## config.mk

```make
export PLATFORM = sky130hd
export DESIGN_NAME = expr_gen
export DESIGN_NICKNAME = d
export VERILOG_FILES = /design/src/rtl/expr_pkg.sv /design/src/rtl/expr_gen_char_sel.sv /design/src/rtl/expr_gen.sv
export SDC_FILE = /design/constraint.sdc
export NUM_CORES = 1
export LEC_CHECK = 0
export ABC_CLOCK_PERIOD_IN_PS = 2600
export CORE_UTILIZATION = 47
export DETAILED_ROUTE_END_ITERATION = 12
export GPL_ROUTABILITY_DRIVEN = 0
export PLACE_DENSITY_LB_ADDON = 0.25
export SLEW_MARGIN = 10
export SYNTH_ARGS = -nofsm -noshare
export SYNTH_HDL_FRONTEND = slang
export SYNTH_SLANG_ARGS = --single-unit
```

## constraint.sdc

```tcl
create_clock -name clk -period 2.6 [get_ports clk]
set_clock_uncertainty 0.15 [all_clocks]
set_input_delay 0.26 -clock clk [delete_from_list [all_inputs] [get_ports clk]]
set_output_delay 0.26 -clock clk [all_outputs]
set_load 0.005 [all_outputs]
```

## src/rtl/expr_pkg.sv

```systemverilog
// Shared constants and types for the expression string generator and its
// matching recognizer.
package expr_pkg;

  localparam logic [7:0] ASCII_ZERO = 8'h30;
  localparam logic [7:0] ASCII_PLUS = 8'h2B;
  localparam logic [7:0] ASCII_STAR = 8'h2A;

  typedef enum logic [1:0] {
    IDLE  = 2'd0,
    DIGIT = 2'd1,
    OP    = 2'd2
  } expr_state_t;

  // Plain-vector state codes for the FSM register, kept equal to the enum.
  localparam logic [1:0] ST_IDLE  = 2'd0;
  localparam logic [1:0] ST_DIGIT = 2'd1;
  localparam logic [1:0] ST_OP    = 2'd2;

  localparam logic OP_ADD = 1'b0;
  localparam logic OP_MUL = 1'b1;

  function automatic logic [7:0] op_char(input logic op);
    return (op == OP_MUL) ? ASCII_STAR : ASCII_PLUS;
  endfunction

endpackage

```

## src/rtl/expr_gen_char_sel.sv

```systemverilog
// Combinational character selector: maps (state, idx, operands, operators)
// to the ASCII character to present. Returns 0x00 outside DIGIT/OP.
module expr_char_sel
  import expr_pkg::*;
#(
  parameter int MAX_OPS = 8,
  parameter int LEN_W   = $clog2(MAX_OPS + 1),
  localparam int OPS_W  = (MAX_OPS > 1) ? MAX_OPS - 1 : 1
) (
  input  logic [1:0]           state,
  input  logic [LEN_W-1:0]     idx,
  input  logic [4*MAX_OPS-1:0] digits,
  input  logic [OPS_W-1:0]     ops,
  output logic [7:0]           ch
);

  logic [3:0] digit;
  logic       op;

  // Mux out the operand/operator addressed by idx, then encode as ASCII.
  always_comb begin
    digit = 4'h0;
    op    = OP_ADD;
    for (int i = 0; i < MAX_OPS; i++) begin
      if (idx == LEN_W'(i)) digit = digits[4*i +: 4];
    end
    for (int i = 0; i < OPS_W; i++) begin
      if (idx == LEN_W'(i)) op = ops[i];
    end
    case (state)
      ST_DIGIT: ch = ASCII_ZERO + {4'h0, digit};
      ST_OP:    ch = op_char(op);
      default:  ch = 8'h00;
    endcase
  end

endmodule

```

## src/rtl/expr_gen.sv

```systemverilog
// Expression string generator: serializes a latched batch of BCD operands and
// +/* operators as ASCII over a valid/ready byte stream, grammar
// digit([+*]digit)*. All outputs are registered.
module expr_gen
  import expr_pkg::*;
#(
  parameter int MAX_OPS = 8,
  parameter int LEN_W   = $clog2(MAX_OPS + 1),
  localparam int OPS_W  = (MAX_OPS > 1) ? MAX_OPS - 1 : 1
) (
  input  logic                 clk,
  input  logic                 clr,
  input  logic                 start,
  input  logic [LEN_W-1:0]     len,
  input  logic [4*MAX_OPS-1:0] digits,
  input  logic [OPS_W-1:0]     ops,
  output logic [7:0]           ch,
  output logic                 ch_valid,
  input  logic                 ch_ready,
  output logic                 busy,
  output logic                 done,
  output logic                 err
);

  logic [1:0]           state, state_nxt;
  logic [LEN_W-1:0]     idx, idx_nxt;
  logic [LEN_W-1:0]     len_q;
  logic [4*MAX_OPS-1:0] digits_q, dig_src;
  logic [OPS_W-1:0]     ops_q, ops_src;
  logic                 legal, accept, hs, done_nxt, err_nxt;
  logic [7:0]           ch_nxt;

  assign hs = ch_valid && ch_ready;

  // Request check: length in range and every used operand is a BCD digit.
  always_comb begin
    legal = (len != '0) && (int'(len) <= MAX_OPS);
    for (int i = 0; i < MAX_OPS; i++) begin
      if ((i < int'(len)) && (digits[4*i +: 4] > 4'd9)) legal = 1'b0;
    end
  end

  // Next-state, index and pulse logic.
  always_comb begin
    state_nxt = state;
    idx_nxt   = idx;
    accept    = 1'b0;
    done_nxt  = 1'b0;
    err_nxt   = 1'b0;
    case (state)
      ST_IDLE: begin
        if (start) begin
          if (legal) begin
            accept    = 1'b1;
            state_nxt = ST_DIGIT;
            idx_nxt   = '0;
          end else begin
            err_nxt = 1'b1;
          end
        end
      end
      ST_DIGIT: begin
        if (hs) begin
          if (idx == len_q - LEN_W'(1)) begin
            state_nxt = ST_IDLE;
            done_nxt  = 1'b1;
          end else begin
            state_nxt = ST_OP;
          end
        end
      end
      ST_OP: begin
        if (hs) begin
          idx_nxt   = idx + LEN_W'(1);
          state_nxt = ST_DIGIT;
        end
      end
      default: state_nxt = ST_IDLE;
    endcase
  end

  // The first character is computed from the live inputs on the accept edge,
  // since the latches only become visible one cycle later.
  assign dig_src = accept ? digits : digits_q;
  assign ops_src = accept ? ops    : ops_q;

  expr_char_sel #(
    .MAX_OPS (MAX_OPS),
    .LEN_W   (LEN_W)
  ) u_char_sel (
    .state  (state_nxt),
    .idx    (idx_nxt),
    .digits (dig_src),
    .ops    (ops_src),
    .ch     (ch_nxt)
  );

  // State, latches and registered outputs.
  always_ff @(posedge clk or posedge clr) begin
    if (clr) begin
      state    <= ST_IDLE;
      idx      <= '0;
      len_q    <= '0;
      digits_q <= '0;
      ops_q    <= '0;
      ch       <= 8'h00;
      ch_valid <= 1'b0;
      busy     <= 1'b0;
      done     <= 1'b0;
      err      <= 1'b0;
    end else begin
      state    <= state_nxt;
      idx      <= idx_nxt;
      if (accept) begin
        len_q    <= len;
        digits_q <= digits;
        ops_q    <= ops;
      end
      ch       <= ch_nxt;
      ch_valid <= (state_nxt != ST_IDLE);
      busy     <= (state_nxt != ST_IDLE);
      done     <= done_nxt;
      err      <= err_nxt;
    end
  end

endmodule

```

## After elaboration in Yosys (flattened, before gate mapping)

Cells that the tools add are included.

| storage, ports and cells | value |
|---|---|
| output and inout port bits | 12 |
| logic and storage cells | 101 |
| flip-flop bits (word level) | 60 |

| cells by class | value |
|---|---|
| eq/ne operators | 12 |
| reduce and logical (&&, ||, !) cells | 14 |
| order comparisons | 17 |
| add/sub/neg operators | 3 |
| multiplexer cells | 46 |

Operator list:

| cell | number |
|---|---|
| two-way mux 4 bit | 11 |
| greater-than comparator 4 bit, second input constant | 8 |
| two-way mux 32 bit | 1 |
| two-way mux 1 bit | 25 |
| equality test 4 x 3 -> 1 bit, second input constant | 4 |
| < comparator 3 x 4 -> 1 bit, first input constant | 4 |
| case mux 8 bit (2 select lines) | 1 |
| logical AND 1 bit | 10 |
| two-way mux 2 bit | 5 |
| equality test 4 x 2 -> 1 bit, second input constant | 2 |
| < comparator 1 x 4 -> 1 bit, first input constant | 2 |
| < comparator 2 x 4 -> 1 bit, first input constant | 2 |
| case mux 4 bit (2 select lines) | 1 |
| adder 6 x 4 -> 7 bit, first input constant | 1 |
| two-way mux 7 bit | 1 |
| case mux 2 bit (3 select lines) | 1 |
| adder 4 x 1 -> 4 bit, second input constant | 1 |
| equality test 2 x 1 -> 1 bit, second input constant | 2 |
| equality test 2 bit, second input constant | 2 |
| equality test 4 x 1 -> 1 bit, second input constant | 1 |
| equality test 4 bit | 1 |
| less-or-equal comparator 4 bit, second input constant | 1 |
| zero test 4 bit | 1 |
| nonzero test 4 bit | 1 |
| 3 further kinds | 3 |

## Logic depth before layout (Yosys ltp)

| depth | value |
|---|---|
| word-level depth | 24 |
| mapped depth | 13 |

## Cells and area by module

A second synthesis with hierarchy kept.

| unflattened totals | value |
|---|---|
| cells, all modules | 233 |
| area, all modules | 3042.9 um2 |

Modules (own cells, without submodules):

| module | cells each | times used | sequential area each (um2) | area an instance (um2) |
|---|---|---|---|---|
| expr_gen | 170 | 1 | 1501.4 | 2549.9 |
| expr_char_sel | 63 | 1 | 0.0 | 493.0 |

## Worst setup path after synthesis

OpenSTA, ideal clock, no wires.

| timing path | value |
|---|---|
| kind | input port to flip-flop |
| from | input digits[22] |
| to | register ch[0] |
| setup time | 131 ps |
| stages | 12 |
| path slack | -288 ps |
| arrival time | 2606 ps |
| cells stage by stage | o21ai_1 -> a31oi_2 -> or4_1 -> a21oi_1 -> nand2_1 -> nand2_1 -> nand3_1 -> ha_1 -> and2_1 -> o21ai_0 -> o21ai_0 -> or3_1 |

| on the way | value |
|---|---|
| longest elaborated chain between the ends | 19 |
| elaborated cells between the ends (all ways) | 44 |
| those cells by class | add/sub (1); order compare (1); eq/ne (9); mux (31); reduce/logical (2) |

Ends and longest elaborated chain:

| what | RTL line | RTL |
|---|---|---|
| from (decl) | expr_gen.sv:15 | `input logic [4*MAX_OPS-1:0] digits,` |
| greater-than comparator 4 bit * | expr_gen.sv:39 | `if ((i < int'(len)) && (digits[4*i +: 4] > 4'd9)) legal = 1'b0;` |
| logical AND 1 bit * | expr_gen.sv:39 |  |
| two-way mux 1 bit * (3 in a row) | expr_gen.sv:39 |  |
| two-way mux 4 bit or two-way mux 1 bit (tied branches) | expr_gen.sv:53 | `if (legal) begin` |
| two-way mux 4 bit or two-way mux 1 bit (tied branches) | expr_gen.sv:52 | `if (start) begin` |
| case mux 4 bit (2 select lines) or two-way mux 1 bit (tied branches) | expr_gen.sv:50 | `case (state)` |
| zero test 4 bit or two-way mux 32 bit (tied branches) | - |  |
| two-way mux 4 bit (8 in a row) | expr_gen_char_sel.sv:25 | `if (idx == LEN_W'(i)) digit = digits[4*i +: 4];` |
| adder 6 x 4 -> 7 bit | expr_gen_char_sel.sv:31 | `ST_DIGIT: ch = ASCII_ZERO + {4'h0, digit};` |
| case mux 8 bit (2 select lines) * | expr_gen_char_sel.sv:30 | `case (state)` |
| net ch_nxt[0] | expr_gen.sv:31 | `logic [7:0] ch_nxt;` |
| to (signal assigned) | expr_gen.sv:119 | `ch <= ch_nxt;` |
| to (decl) | expr_gen.sv:17 | `output logic [7:0] ch,` |

Mark *: on every way through the listed nets, which the timed path passes. The rest lies on a longest branch.
A chain may end at the register's enable or synchronous reset.

## Final worst setup path

| timing path | value |
|---|---|
| from | input len[1] |
| to | register ch[1] |

| on the way | value |
|---|---|
| longest elaborated chain between the ends | 24 |
| elaborated cells between the ends (all ways) | 57 |
| those cells by class | add/sub (1); order compare (9); eq/ne (9); mux (27); reduce/logical (11) |

Ends and longest elaborated chain:

| what | RTL line | RTL |
|---|---|---|
| from (decl) | expr_gen.sv:14 | `input logic [LEN_W-1:0] len,` |
| less-or-equal comparator 4 bit, or another cell as far along | expr_gen.sv:37 | `legal = (len != '0) && (int'(len) <= MAX_OPS);` |
| logical AND 1 bit (on tied branches) | expr_gen.sv:37, expr_gen.sv:39 |  |
| two-way mux 1 bit (7 in a row) | expr_gen.sv:39 |  |
| two-way mux 1 bit * | expr_gen.sv:39 |  |
| two-way mux 4 bit or two-way mux 1 bit (tied branches) | expr_gen.sv:53 |  |
| two-way mux 4 bit or two-way mux 1 bit (tied branches) | expr_gen.sv:52 |  |
| case mux 4 bit (2 select lines) or two-way mux 1 bit (tied branches) | expr_gen.sv:50 |  |
| zero test 4 bit or two-way mux 32 bit (tied branches) | - |  |
| two-way mux 4 bit (8 in a row) | expr_gen_char_sel.sv:25 |  |
| adder 6 x 4 -> 7 bit | expr_gen_char_sel.sv:31 |  |
| case mux 8 bit (2 select lines) * | expr_gen_char_sel.sv:30 |  |
| net ch_nxt[1] | expr_gen.sv:31 |  |

Marks and branches as above.

==> results.json <==
{
  "drtPass1Iterations": 5,
  "die_w_microns": 83.68,
  "overflow": 0,
  "rr_worst_depth": 9,
  "synth_cell_types": 61,
  "fp.dieH_microns": 83.68,
  "route.detailed.drc": 0,
  "synth_cells": 330,
  "cts-root-buf": "clkbuf_8",
  "ant_nets": 0,
  "yosys.area.top_type_share": 0.4629,
  "yosysSeqAreaShare": 0.4629,
  "io_pins": 59,
  "drt_iter0_drc": 170,
  "finalWirelength_microns": 9603,
  "cp.arrival_ns": 2.74,
  "utilization": 0.7596,
  "cts_tree": "built",
  "hpwlAfterDp_microns": 6482,
  "yosys-top-cells-count": "nand2_1 (93), dfrtp_1 (58), mux2_2 (18), o21ai_0 (15)",
  "setup_slack_ns": -0.07065,
  "drive_above_1_share": 0.3867,
  "core-area_sq_mm": 0.006386,
  "syn_area_sq_mm": 0.003136,
  "synthTopCellsByArea": "dfrtp_1 (46%), nand2_1 (11%), mux2_2 (6.5%), o21ai_0 (2.4%), ha_1 (2.0%)",
  "finalSetupTns_ns": -0.1255,
  "grt_pass1_wl_microns": 15460,
  "numCtsBuffers": 9,
  "max_freq_mhz": 374.4,
  "synth_edf_count": 0,
  "cp-start-kind": "input pin",
  "die_area_sq_mm": 0.007002,
  "cap_violations": 0,
  "yosysMostFrequentCell": "nand2_1",
  "p_leak_nw": 2.430,
  "violations": "negative setup slack",
  "grt_max_degree": 24,
  "required_ns": 2.67,
  "port_buffers": 56,
  "yosysWarnings": 0,
  "nNetsFinal": 528,
  "wl_per_cell_microns": 17.21,
  "vias": 3094,
  "ys_ff_latch": 58,
  "syn_to_final_growth_pct": 54.71,
  "pre_cts_ws_ns": -0.8008,
  "cellPowerDensity_mw_per_mm2": 876.9,
  "antenna_found_initial": 0,
  "crit_path_end_kind": "flop",
  "cts.htree.levels": 3,
  "critPathKind": "input pin to flop",
  "post-route-period-util": 1.027,
  "rsz0062_at_grt": "true",
  "synth_area_leader_cell": "dfrtp_1",
  "tightest_slew_ns": 0.5008,
  "clkSlewWorstSetupHoldPaths_ns": 0.06,
  "diodes": 0,
  "synth_ff_type": "dfrtp_1",
  "routed_via_density": 5.545,
  "min_delay_path_depth": 2,
  "finalHoldViolations": 0,
  "slew_violations": 0,
  "relSlewSlack": 0.6656,
  "finalSetupViolations": 2,
  "async_flop_share": 1.000,
  "vdd_drop_max_mv": 0.6100,
  "period_minus_slack_ns": 2.671,
  "worstPathMaxFanout": 7,
  "clockBufferDepth": 2,
  "cts.sinks": 58,
  "avgSynthCellArea_sq_um": 9.502,
  "grt_pass1_vias": 3251,
  "start_util": 0.4910,
  "clk_latency_ns": 0.34,
  "rows": 29,
  "outcome": "finished with violations",
  "track_usage": 0.2887,
  "hp-class": "input pin to flop"
}
-- cells in the final DEF (no fill, tap or decap), types with 3 or more instances in the layout --
cell and count:
o211ai_1 5, o211a_1 3, nand4_1 3, buf_4 75, inv_2 4, nor3_1 3
or3_1 4, o21ai_2 5, buf_6 12, or3_4 3, nand2_1 91, mux2_4 4
dfrtp_1 58, xor2_1 5, mux2_2 15, clkdlybuf4s15_1 4, clkdlybuf4s50_1 28, buf_2 12
buf_12 3, mux2i_1 5, a21oi_2 3, xnor2_1 3, nor2_1 10, dlygate4sd2_1 7
ha_1 3, o21a_1 4, clkbuf_8 12, nand3_1 4, o21ai_0 8, o21ai_1 5
inv_1 9, a21oi_1 4, and2_1 4
-- cell type report --
class / instances / area, sq um
Clock inverter: 2 / 10.01
Multi-Input combinational cell: 247 / 1769
Clock buffer: 14 / 172.7
Sequential cell: 58 / 1451
Fill cell: 445 / 1535
Inverter: 14 / 52.55
Timing Repair Buffer: 146 / 1299
Tap cell: 77 / 96.34
-- cells by family after synthesis --
logic type	synth area share
flip-flops	0.4629
multiplexers	0.09258
AND/OR/NAND/NOR	0.2063
adder cells (fa/ha/maj)	0.01995
XOR/XNOR	0.02235
buffers and inverters	0.04070
AO/OA/AOI/OAI	0.1540
other	0.001196
-- sequential cells by signal, summed over array words and instances, names as in the netlist --
signal / cells
len_q: 4
idx: 4
done: 1
ch: 6
state: 2
digits_q: 32
err: 1
busy: 1
ops_q: 7
-- routing by layer --
layer | global-route usage | share of wire | vias up
li1 | - | - | 1439
met1 | 0.3560 | 0.41 | 1488
met2 | 0.4937 | 0.50 | 134
met5 | 0 | 0 | -
met3 | 0.06034 | 0.056 | 33
met4 | 0.1156 | 0.033 | 0
-- worst max-delay path, stage by stage --
cell and delay [ns]:
buf_2 0.15, or3_4 0.35, a31oi_4 0.20, or4_4 0.18, buf_6 0.10, a211oi_4 0.06, buf_12 0.13, buf_8 0.13
buf_4 0.13, or3_1 0.35, o211a_1 0.15, a211oi_2 0.21, a211oi_1 0.06, a221o_1 0.27
-- report_power, final --
group | internal (mW) | switching (mW)
Combinational | 1.04 | 1.00
Clock | 0.421 | 0.345
Sequential | 1.26 | 0.181
-- final timing paths --
kind                               from            to  slack, ns
setup / recovery                 len[1]         ch[1]      -0.07
hold / removal               digits[18]  digits_q[18]       0.04
setup reg to reg               state[0]         ch[0]      -0.02
hold reg to reg            digits_q[25]  digits_q[25]       0.32
max in group asynchronous           clr   digits_q[1]       1.52
min in group asynchronous           clr  digits_q[23]       0.12
-- metrics by stage --
stage | area, sq um | cells | hold WS [ns] | total power, mW
finish | 4851 | 558 | 0.03617 | 4.254
global route | 4851 | 558 | 0.03197 | 4.502
CTS | 4733 | 554 | 0.02646 | 4.124
detailed placement | 4368 | 524 | 0.3083 | 3.292
global placement | 4368 | 524 | 0.2997 | 3.206
floorplan | 3213 | 331 | 0.2154 | 2.470
-- repair_timing --
item	CTS	global route
hold buffers	0	0
buffers inserted	14	4
gates cloned	1	1
resized for setup	118	17
endpoints found under the setup margin	4	4
pin swaps	29	17
hold endpoints to repair	0	0
Note: power is estimated with default switching activity, not from simulation.
